File: src/rtl/mac2phy_os_detector.sv
// mac2phy_os_detector: recognises SKP/TS1/TS2 ordered sets on the MAC transmit byte lane
// Optional LTSSM-state filter: define M2P_LTSSM_FILTER_EN
package ozdefs;
    localparam logic [7:0] COM   = 8'hBC;
    localparam logic [7:0] SKP   = 8'h1C;
    localparam logic [7:0] PAD   = 8'hF7;
    localparam logic [7:0] TS1ID = 8'h4A;
    localparam logic [7:0] TS2ID = 8'h45;
    typedef enum logic [3:0] {
        DETECT_QUIET, DETECT_ACTIVE, POLLING_ACTIVE, POLLING_ACTIVE_START_TS1,
        POLLING_CONFIG, POLLING_COMPLIANCE, CONFIG_LINKWIDTH_START, L0
    } LTSSM_State;
endpackage

module mac2phy_os_detector
    import ozdefs::*;
(
    input  logic                   clk,
    input  logic                   m2pd_rstn,
    input  LTSSM_State             currLtssmState,
    mac2phy_os_detector_if.slave   tx,
    output logic                   skpDetected,
    output logic                   ts1Detected,
    output logic                   ts2Detected,
    output logic [39:0]            tsBytes1Thru5,
    output logic [3:0]             consecTs1Count,
    output logic [3:0]             consecTs2Count,
    output logic                   osError,
    output logic                   unexpectedOs
);
    typedef enum logic [1:0] {S_IDLE, S_HDR, S_SKP, S_TS} state_t;

    state_t      r_state, w_state_n;
    logic [3:0]  r_idx, w_idx_n;
    logic [1:0]  r_skp_cnt, w_skp_cnt_n;
    logic [39:0] r_shadow, w_shadow_n;
    logic        r_ts2, w_ts2_n, r_last_ts2;
    logic        w_com, w_err, w_skp_done, w_ts_done;
    logic        w_ok_skp, w_ok_ts1, w_ok_ts2, w_clr;
    logic        w_ts_ok, w_unexp, w_same;
    logic [3:0]  w_c1_inc, w_c2_inc;

    assign w_com = tx.txdatak && tx.txdata == COM;

`ifdef M2P_LTSSM_FILTER_EN
    LTSSM_State r_prev_state;
    // Track the LTSSM state so a change can clear the consecutive counts
    always_ff @(posedge clk or negedge m2pd_rstn)
        if (!m2pd_rstn) r_prev_state <= DETECT_QUIET;
        else            r_prev_state <= currLtssmState;
    assign w_clr    = currLtssmState != r_prev_state;
    assign w_ok_skp = currLtssmState == POLLING_ACTIVE;
    assign w_ok_ts1 = currLtssmState == POLLING_ACTIVE_START_TS1;
    assign w_ok_ts2 = currLtssmState == POLLING_CONFIG;
`else
    logic w_unused_state;
    assign w_unused_state = ^currLtssmState;
    assign w_clr    = 1'b0;
    assign w_ok_skp = 1'b1;
    assign w_ok_ts1 = 1'b1;
    assign w_ok_ts2 = 1'b1;
`endif

    // Next-state: walk the ordered set byte by byte; a stray K COM restarts at the header
    always_comb begin
        w_state_n   = r_state;
        w_idx_n     = r_idx;
        w_skp_cnt_n = r_skp_cnt;
        w_shadow_n  = r_shadow;
        w_ts2_n     = r_ts2;
        w_err       = 1'b0;
        w_skp_done  = 1'b0;
        w_ts_done   = 1'b0;
        if (tx.txvalid) begin
            case (r_state)
                S_IDLE: if (w_com) begin
                    w_state_n = S_HDR;
                    w_idx_n   = 4'd1;
                end
                S_HDR: begin
                    if (tx.txdatak && tx.txdata == SKP) begin
                        w_state_n   = S_SKP;
                        w_skp_cnt_n = 2'd1;
                        w_idx_n     = 4'd2;
                    end else if (!tx.txdatak || tx.txdata == PAD) begin
                        w_state_n  = S_TS;
                        w_shadow_n = {tx.txdata, r_shadow[39:8]};
                        w_idx_n    = 4'd2;
                    end else
                        w_err = 1'b1;
                end
                S_SKP: begin
                    if (tx.txdatak && tx.txdata == SKP) begin
                        w_skp_cnt_n = r_skp_cnt + 2'd1;
                        w_idx_n     = r_idx + 4'd1;
                        w_skp_done  = r_skp_cnt == 2'd2;
                    end else
                        w_err = 1'b1;
                end
                default: begin
                    if (r_idx <= 4'd5) begin
                        if (!tx.txdatak || tx.txdata == PAD) begin
                            w_shadow_n = {tx.txdata, r_shadow[39:8]};
                            w_idx_n    = r_idx + 4'd1;
                        end else
                            w_err = 1'b1;
                    end else if (r_idx == 4'd6) begin
                        if (!tx.txdatak && (tx.txdata == TS1ID || tx.txdata == TS2ID)) begin
                            w_ts2_n = tx.txdata == TS2ID;
                            w_idx_n = r_idx + 4'd1;
                        end else
                            w_err = 1'b1;
                    end else if (!tx.txdatak && tx.txdata == (r_ts2 ? TS2ID : TS1ID)) begin
                        w_idx_n   = r_idx + 4'd1;
                        w_ts_done = r_idx == 4'd15;
                    end else
                        w_err = 1'b1;
                end
            endcase
            if (w_skp_done || w_ts_done) begin
                w_state_n = S_IDLE;
                w_idx_n   = 4'd0;
            end
            if (w_err) begin
                w_state_n = w_com ? S_HDR : S_IDLE;
                w_idx_n   = w_com ? 4'd1 : 4'd0;
            end
        end
    end

    assign w_ts_ok  = w_ts_done && (r_ts2 ? w_ok_ts2 : w_ok_ts1);
    assign w_unexp  = (w_ts_done && !w_ts_ok) || (w_skp_done && !w_ok_skp);
    assign w_same   = r_last_ts2 == r_ts2 && tsBytes1Thru5 == r_shadow;
    assign w_c1_inc = consecTs1Count + {3'b0, consecTs1Count != 4'hF};
    assign w_c2_inc = consecTs2Count + {3'b0, consecTs2Count != 4'hF};

    // Parser state registers
    always_ff @(posedge clk or negedge m2pd_rstn) begin
        if (!m2pd_rstn) begin
            r_state   <= S_IDLE;
            r_idx     <= 4'd0;
            r_skp_cnt <= 2'd0;
            r_shadow  <= 40'd0;
            r_ts2     <= 1'b0;
        end else begin
            r_state   <= w_state_n;
            r_idx     <= w_idx_n;
            r_skp_cnt <= w_skp_cnt_n;
            r_shadow  <= w_shadow_n;
            r_ts2     <= w_ts2_n;
        end
    end

    // Registered report: pulses, last accepted TS bytes and consecutive counts
    always_ff @(posedge clk or negedge m2pd_rstn) begin
        if (!m2pd_rstn) begin
            skpDetected    <= 1'b0;
            ts1Detected    <= 1'b0;
            ts2Detected    <= 1'b0;
            osError        <= 1'b0;
            unexpectedOs   <= 1'b0;
            tsBytes1Thru5  <= 40'd0;
            r_last_ts2     <= 1'b0;
            consecTs1Count <= 4'd0;
            consecTs2Count <= 4'd0;
        end else begin
            skpDetected  <= w_skp_done && w_ok_skp;
            ts1Detected  <= w_ts_ok && !r_ts2;
            ts2Detected  <= w_ts_ok && r_ts2;
            osError      <= w_err;
            unexpectedOs <= w_unexp;
            if (w_ts_ok) begin
                tsBytes1Thru5 <= r_shadow;
                r_last_ts2    <= r_ts2;
            end
            if (w_clr) begin
                consecTs1Count <= 4'd0;
                consecTs2Count <= 4'd0;
            end else if (w_ts_ok) begin
                consecTs1Count <= r_ts2 ? (w_same ? consecTs1Count : 4'd0) : (w_same ? w_c1_inc : 4'd1);
                consecTs2Count <= r_ts2 ? (w_same ? w_c2_inc : 4'd1) : (w_same ? consecTs2Count : 4'd0);
            end
        end
    end
endmodule

File: src/rtl/mac2phy_os_detector_if.sv
// mac2phy_os_detector_if: MAC transmit byte lane (data, K flag, valid)
interface mac2phy_os_detector_if;
    logic [7:0] txdata;
    logic       txdatak;
    logic       txvalid;
    modport master (output txdata, txdatak, txvalid);
    modport slave  (input  txdata, txdatak, txvalid);
endinterface

File: src/flat_wrapper.sv
// flat-port wrapper written by rule: the top's interface ports become plain ports
module mac2phy_os_detector_flat import ozdefs::*;
  (clk, m2pd_rstn, currLtssmState, skpDetected, ts1Detected, ts2Detected, tsBytes1Thru5, consecTs1Count, consecTs2Count, osError, unexpectedOs, tx_txdata, tx_txdatak, tx_txvalid);
  mac2phy_os_detector_if tx_i ();
  input  logic clk;
  input  logic m2pd_rstn;
  input  LTSSM_State currLtssmState;
  output logic skpDetected;
  output logic ts1Detected;
  output logic ts2Detected;
  output logic [39:0] tsBytes1Thru5;
  output logic [3:0] consecTs1Count;
  output logic [3:0] consecTs2Count;
  output logic osError;
  output logic unexpectedOs;
  input wire logic [$bits(tx_i.txdata)-1:0] tx_txdata;
  input wire logic [$bits(tx_i.txdatak)-1:0] tx_txdatak;
  input wire logic [$bits(tx_i.txvalid)-1:0] tx_txvalid;
  assign tx_i.txdata = tx_txdata;
  assign tx_i.txdatak = tx_txdatak;
  assign tx_i.txvalid = tx_txvalid;
  mac2phy_os_detector u_core (.clk(clk), .m2pd_rstn(m2pd_rstn), .currLtssmState(currLtssmState), .tx(tx_i), .skpDetected(skpDetected), .ts1Detected(ts1Detected), .ts2Detected(ts2Detected), .tsBytes1Thru5(tsBytes1Thru5), .consecTs1Count(consecTs1Count), .consecTs2Count(consecTs2Count), .osError(osError), .unexpectedOs(unexpectedOs));
endmodule
File: config.mk
export PLATFORM = sky130hd
export DESIGN_NAME = mac2phy_os_detector_flat
export DESIGN_NICKNAME = d
export VERILOG_FILES = /design/src/rtl/mac2phy_os_detector.sv /design/src/rtl/mac2phy_os_detector_if.sv /design/src/flat_wrapper.sv
export SDC_FILE = /design/constraint.sdc
export NUM_CORES = 1
export LEC_CHECK = 0
export BUFFER_PORTS_ARGS = -buffer_cell sky130_fd_sc_hd__buf_4
export CAP_MARGIN = 30
export CELL_PAD_IN_SITES_DETAIL_PLACEMENT = 0
export CELL_PAD_IN_SITES_GLOBAL_PLACEMENT = 1
export CORE_MARGIN = 1.5
export CORE_UTILIZATION = 48
export DETAILED_ROUTE_END_ITERATION = 16
export PLACE_DENSITY_LB_ADDON = 0.1
export SKIP_CTS_REPAIR_TIMING = 1
export SYNTH_ARGS = -nofsm -noshare
export SYNTH_HDL_FRONTEND = slang
export SYNTH_SLANG_ARGS = --single-unit
File: constraint.sdc
create_clock -name clk -period 5.3 [get_ports clk]
set_input_delay 0.265 -clock clk [delete_from_list [all_inputs] [get_ports clk]]
set_output_delay 0.265 -clock clk [all_outputs]
set_load 0.01 [all_outputs]
Word level (Yosys, flattened, before mapping)
Cells that the tools add are included.
{ "classes": {"addsub": 4, "magnitude_cmp": 1, "eq_ne": 25, "mux": 53, "n_bitwise": 3, "reduce_logical": 26} }
{ "ops": {"columns": ["operator", "count"], "rows": [
  ["$mux W40", 3],
  ["$pmux W40 S2", 1],
  ["$mux W4", 17],
  ["$eq A40 B40 Y1", 1],
  ["$mux W1", 21],
  ["$eq A8 B7 Y1 const B", 2],
  ["$eq A8 B8 Y1 const B", 2],
  ["$mux W2", 7],
  ["$pmux W4 S3", 1],
  ["$reduce_and A4 Y1", 3],
  ["$add A4 B1 Y4", 2],
  ["$eq A8 B5 Y1 const B", 1],
  ["$eq A8 B8 Y1", 1],
  ["$ne A4 B1 Y1 const B", 2],
  ["$ne A4 B4 Y1 const B", 2],
  ["$ne A8 B7 Y1 const B", 1],
  ["$pmux W2 S2", 2],
  ["$reduce_bool A8 Y1", 1],
  ["$logic_and A1 B1 Y1", 7],
  ["$ne A7 B6 Y1 const B", 1],
  ["$reduce_and A7 Y1", 1],
  ["$ne A2 B1 Y1 const B", 3],
  ["$ne A5 B1 Y1 const B", 1],
  ["$reduce_and A5 Y1", 1],
  ["19 further kinds", 28]
]} }
{ "totals": {"reg_bits": 102, "inputBits": 16, "output_inout_bits": 53, "wordCells": 125} }

Logic depth before layout (Yosys ltp)
{ "logic_depth": {"word_depth": 11, "ltp_mapped": 9, "mapped_depth_nobuf": 8} }

Worst setup path after synthesis
Ideal clock, no wire load.
{ "synth_path": {"kind": "register to register", "start": "reg u_core.r_idx[0]", "end": "reg u_core.r_idx[3]", "arrival_time_ns": 2.306, "required_ns": 5.196, "slack_ns": 2.890, "path_stages_with_launch": 9, "n_path_buf": 0, "synth_period_minus_slack_ns": 2.410, "cell_sequence": "dfrtp_1 inv_1 ha_1 nor3b_1 nor2_1 a2111oi_2 o22ai_2 or4_1 o311ai_1"} }
{ "synth_via": {"elab_chain_len": 9, "elab_cells_between_ends": 30} }
{ "synth_rtl": {"columns": ["element", "line", "text"], "rows": [
  ["start: declaration", "mac2phy_os_detector.sv:34", "logic [3:0] r_idx, w_idx_n;"],
  ["start signal: assignment", "mac2phy_os_detector.sv:147", "r_idx <= w_idx_n;"],
  ["$eq A4 B4 Y1", "mac2phy_os_detector.sv:115", "w_ts_done = r_idx == 4'd15;"],
  ["$mux W1", "mac2phy_os_detector.sv:113", "end else if (!tx.txdatak && tx.txdata == (r_ts2 ? TS2ID : TS1ID)) begin"],
  ["$mux W1", "mac2phy_os_detector.sv:107", "end else if (r_idx == 4'd6) begin"],
  ["$mux W1", "mac2phy_os_detector.sv:101", "if (r_idx <= 4'd5) begin"],
  ["$mux W1", "mac2phy_os_detector.sv:75", "case (r_state)"],
  ["$mux W1", "mac2phy_os_detector.sv:74", "if (tx.txvalid) begin"],
  ["$logic_or A1 B1 Y1", "mac2phy_os_detector.sv:120", "if (w_skp_done || w_ts_done) begin"],
  ["$ne A8 B7 Y1 (no line), or another cell as far along", null, null],
  ["$reduce_and A7 Y1 (no line) / $mux W4 (equally long branches)", null, null]
]} }
Several ways; a longest one is shown, not always the timed one. The select of a mux whose other input is x is not followed.
A chain may end at the register's enable or synchronous reset.

Final worst setup path
{ "layout_path": {"start": "reg u_core.r_state[1]", "end": "reg u_core.consecTs2Count[2]"} }
{ "layout_via": {"elab_chain_len": 6, "elab_cells_between_ends": 8} }
{ "layout_rtl": {"columns": ["element", "line", "text"], "rows": [
  ["start: declaration", "mac2phy_os_detector.sv:33", "state_t r_state, w_state_n;"],
  ["start signal: assignment", "mac2phy_os_detector.sv:146", "r_state <= w_state_n;"],
  ["$eq A2 B1 Y1, or another cell as far along", "mac2phy_os_detector.sv:75", null],
  ["$reduce_or A3 Y1 (no line) *", null, null],
  ["$mux W1 *", "mac2phy_os_detector.sv:75", null],
  ["$mux W1 * (2 in series)", "mac2phy_os_detector.sv:74", null],
  ["$reduce_and A2 Y1 (no line) *", null, null],
  ["end signal: assignment", "mac2phy_os_detector.sv:181", "consecTs2Count <= r_ts2 ? (w_same ? w_c2_inc : 4'd1) : (w_same ? consecTs2Count : 4'd0);"],
  ["end: declaration", "mac2phy_os_detector.sv:27", "output logic [3:0] consecTs2Count,"]
]} }
Mark *: on every way between the ends. The rest lies on a longest branch, timed or not. The select of a mux whose other input is x is not followed.

==> impl_results.md <==
- Ys flop type: dfrtp_1
- Clock Sinks: 102
- Share of the synthesized area in the top cell type: 0.508
- Maximum root-to-sink buffer count: 2
- Power per cell area: just under 400 nW/um^2
- RSZ-0062 raised after global routing: false
- Count of cell types in the netlist: between 50 and 60
- Vias per cell: 5.46
- FP Rows: 37
- Mapped Cells: 488
- Commonest non-fill, non-tap cells in the layout: nand2_1, dfrtp_1, buf_4
- Maximum vdd drop: about 0.00022 V
- Final Power: 2290 uW
- Layout area overhead: 15.8%
- Final setup viols: 0
- First drt pass iteration count: 4
- Routed Antenna Nets: 0
- CP max-delay cell: nand4_1
- # port buffers: 63
- Antenna fix cells: 0
- Final cell count without fillers: around 700
- Status: complete, no violations
- Die Area: 11,100 um^2
- Fin util: 0.569
- Root buffer cell: clkbuf_8
- Vias in the first global route: around 3,500
- Share of layout cells above drive strength 1: 0.242
- Overflow after GRT: 0
- Worst slew pin tran: 1000 ps
- Total GRT Usage: 0.213
- Post-Syn Area per Cell: 10.3 um^2
- Max Cap Viol: 0
- Inst Count DP: 672
- Synth area leaders: dfrtp_1, nand2_1, mux2_2
- Gpl congestion: about 0.80
- First-pass GRT wire length: 18.4 mm
- R2R depth: 7
- CTS tree: done
- Yosys warns: 0
- Fin crit period: between 2000 and 3000 ps
- Detailed-route DRC error count: 0
- Yosys reg bits: slightly above 100
- Relative slew slack: 0.326
- WHS Path Cells: 2
- Async S/R FF share, synth: 1.00
- CP Cell Sequence: ha_1, nor3b_1, nand4_1, buf_4, nor3_1, a21o_1, a22o_1
- Die Y: between 100 and 150 um
- Vias: roughly 3,800
- Fmax: around 340 MHz
- Die width: 105 um
- Drt first-iter violations: just over 200
- Later-pin clock latency in the skew report: between 300 and 400 ps
- CTS Buf Count: 9
- Post-synth top area cell: dfrtp_1
- Setup crit start kind: flop
- Skew final: 8.10 ps
- Core Box Area: about 10,000 um^2
- Most common cell after layout, fill and taps aside: nand2_1
- EDFF count, synth: 0
- Nets: 579
- Routed WL per cell: between 15 and 20 um
- Kind of path behind the tightest hold check: input port to flop
- Total Wirelength: between 10 and 15 mm
- Starting Density: 0.491
- Max-slew violations: 0
- Top Ports: roughly 70
- Htree depth: 3
- Hold slack final: 151 ps
- Register area share after synthesis: 0.508
- Final Hold Viols: 0
- WP data arrival: ~3300 ps
- Clock slew seen by the registers of the worst setup and hold paths: ~100 ps
- Final Cycle Share: 0.563
- CP max stage delay: about 830 ps
- CP endpoint kind: flop
- Detail Placement HPWL: between 7 and 8 mm
- Net Count, Synth: 519
- Crit path max fanout: 33
- Worst EP required: about 5600 ps
- Largest net degree at the start of global routing: 54
- Setup TNS: 0 ps
- P_leak: between 0.002 and 0.003 uW
- Initial antenna violation count: 0
- Worst setup path class: flop to flop
- Cell area after synthesis: 5020 um^2
-- power breakdown --
part | total, uW | switching [uW] | internal (uW)
logic | 667 | 321 | 345
registers | 1170 | 216 | 955
clock network | 449 | 278 | 172
total | 2290 | 815 | 1470
-- routing by layer --
layer  share of wire  track usage  routed length, um
met5               0            0                  0
met3           0.035       0.0353                402
met2            0.45        0.320               5130
met1            0.50        0.317               5650
met4           0.014       0.0665                153
-- kinds of logic (layout without fill, tap and decap cells) --
kind of cell,count (synthesis),in the layout,share of synthesized area
and+or+nand+nor,202,202,0.187
DFF,102,102,0.508
AOI/OAI and AO/OA,50,50,0.0727
muxes,43,43,0.0959
xor gates and xnor gates,41,41,0.0715
buffers and inverters,34,99,0.0264
adders and majority gates,15,15,0.0374
other,1,1,0.000746
-- worst max-delay path: cells and delay by family, from the launching register on --
family | cells | cell delay, ps
buffers and inverters | 1 | 560
AOI/OAI and AO/OA | 2 | 220
DFF | 1 | 480
adders and majority gates | 1 | 200
and+or+nand+nor | 3 | 1450
-- synth_stat cells, types with 3 or more instances --
cell / instances
nand2_1: 134
dfrtp_1: 102
mux2_2: 41
xor2_1: 41
clkbuf_1: 17
ha_1: 15
inv_1: 15
nor4_1: 12
a21oi_1: 10
nand4_1: 10
nor2_1: 9
o21ai_0: 8
nor3_1: 7
nand3_1: 5
and3b_1: 3
nand2b_1: 3
nand4b_1: 3
o2111ai_1: 3
o211ai_1: 3
o22ai_1: 3
-- flip-flops by register name, summed over array words and instances, names as in the netlist --
signal,flops
u_core.r_shadow,40
u_core.ts2Detected,1
u_core.r_idx,4
u_core.osError,1
u_core.r_skp_cnt,2
u_core.r_ts2,1
u_core.tsBytes1Thru5,40
u_core.skpDetected,1
u_core.consecTs1Count,4
u_core.consecTs2Count,4
u_core.ts1Detected,1
u_core.r_state,2
u_core.r_last_ts2,1
-- layout make-up --
cell class                 count  area (um^2)
inverter                      15         56.3
clock buffer                   9          124
multi-input combinational    352         2360
sequential                   102         2550
timing repair buffer          68          513
fill                         904         4410
tap                          136          170
clock inverter                 7         47.5
-- path summary, 6_finish.rpt --
kind	from	end	slack [ps]
worst max-delay path	u_core.r_state[1]	u_core.consecTs2Count[2]	2320
worst min-delay path	tx_txdata[6]	u_core.r_shadow[38]	150
worst max register to register	u_core.r_state[1]	u_core.consecTs2Count[2]	2320
worst min register to register	u_core.r_last_ts2	u_core.r_last_ts2	520
max in group asynchronous	m2pd_rstn	u_core.r_last_ts2	3700
min in group asynchronous	m2pd_rstn	u_core.r_shadow[3]	460
-- through the flow --
| step | cell area, um^2 | setup WS [ps] |
|---|---|---|
| detailed placement | 5640 | 2030 |
| global placement | 5640 | 2060 |
| floorplan | 5020 | 2890 |
| CTS | 5810 | 2300 |
| finish | 5820 | 2320 |
| global route | 5820 | 2120 |
Note: power is estimated with default switching activity, not from simulation.
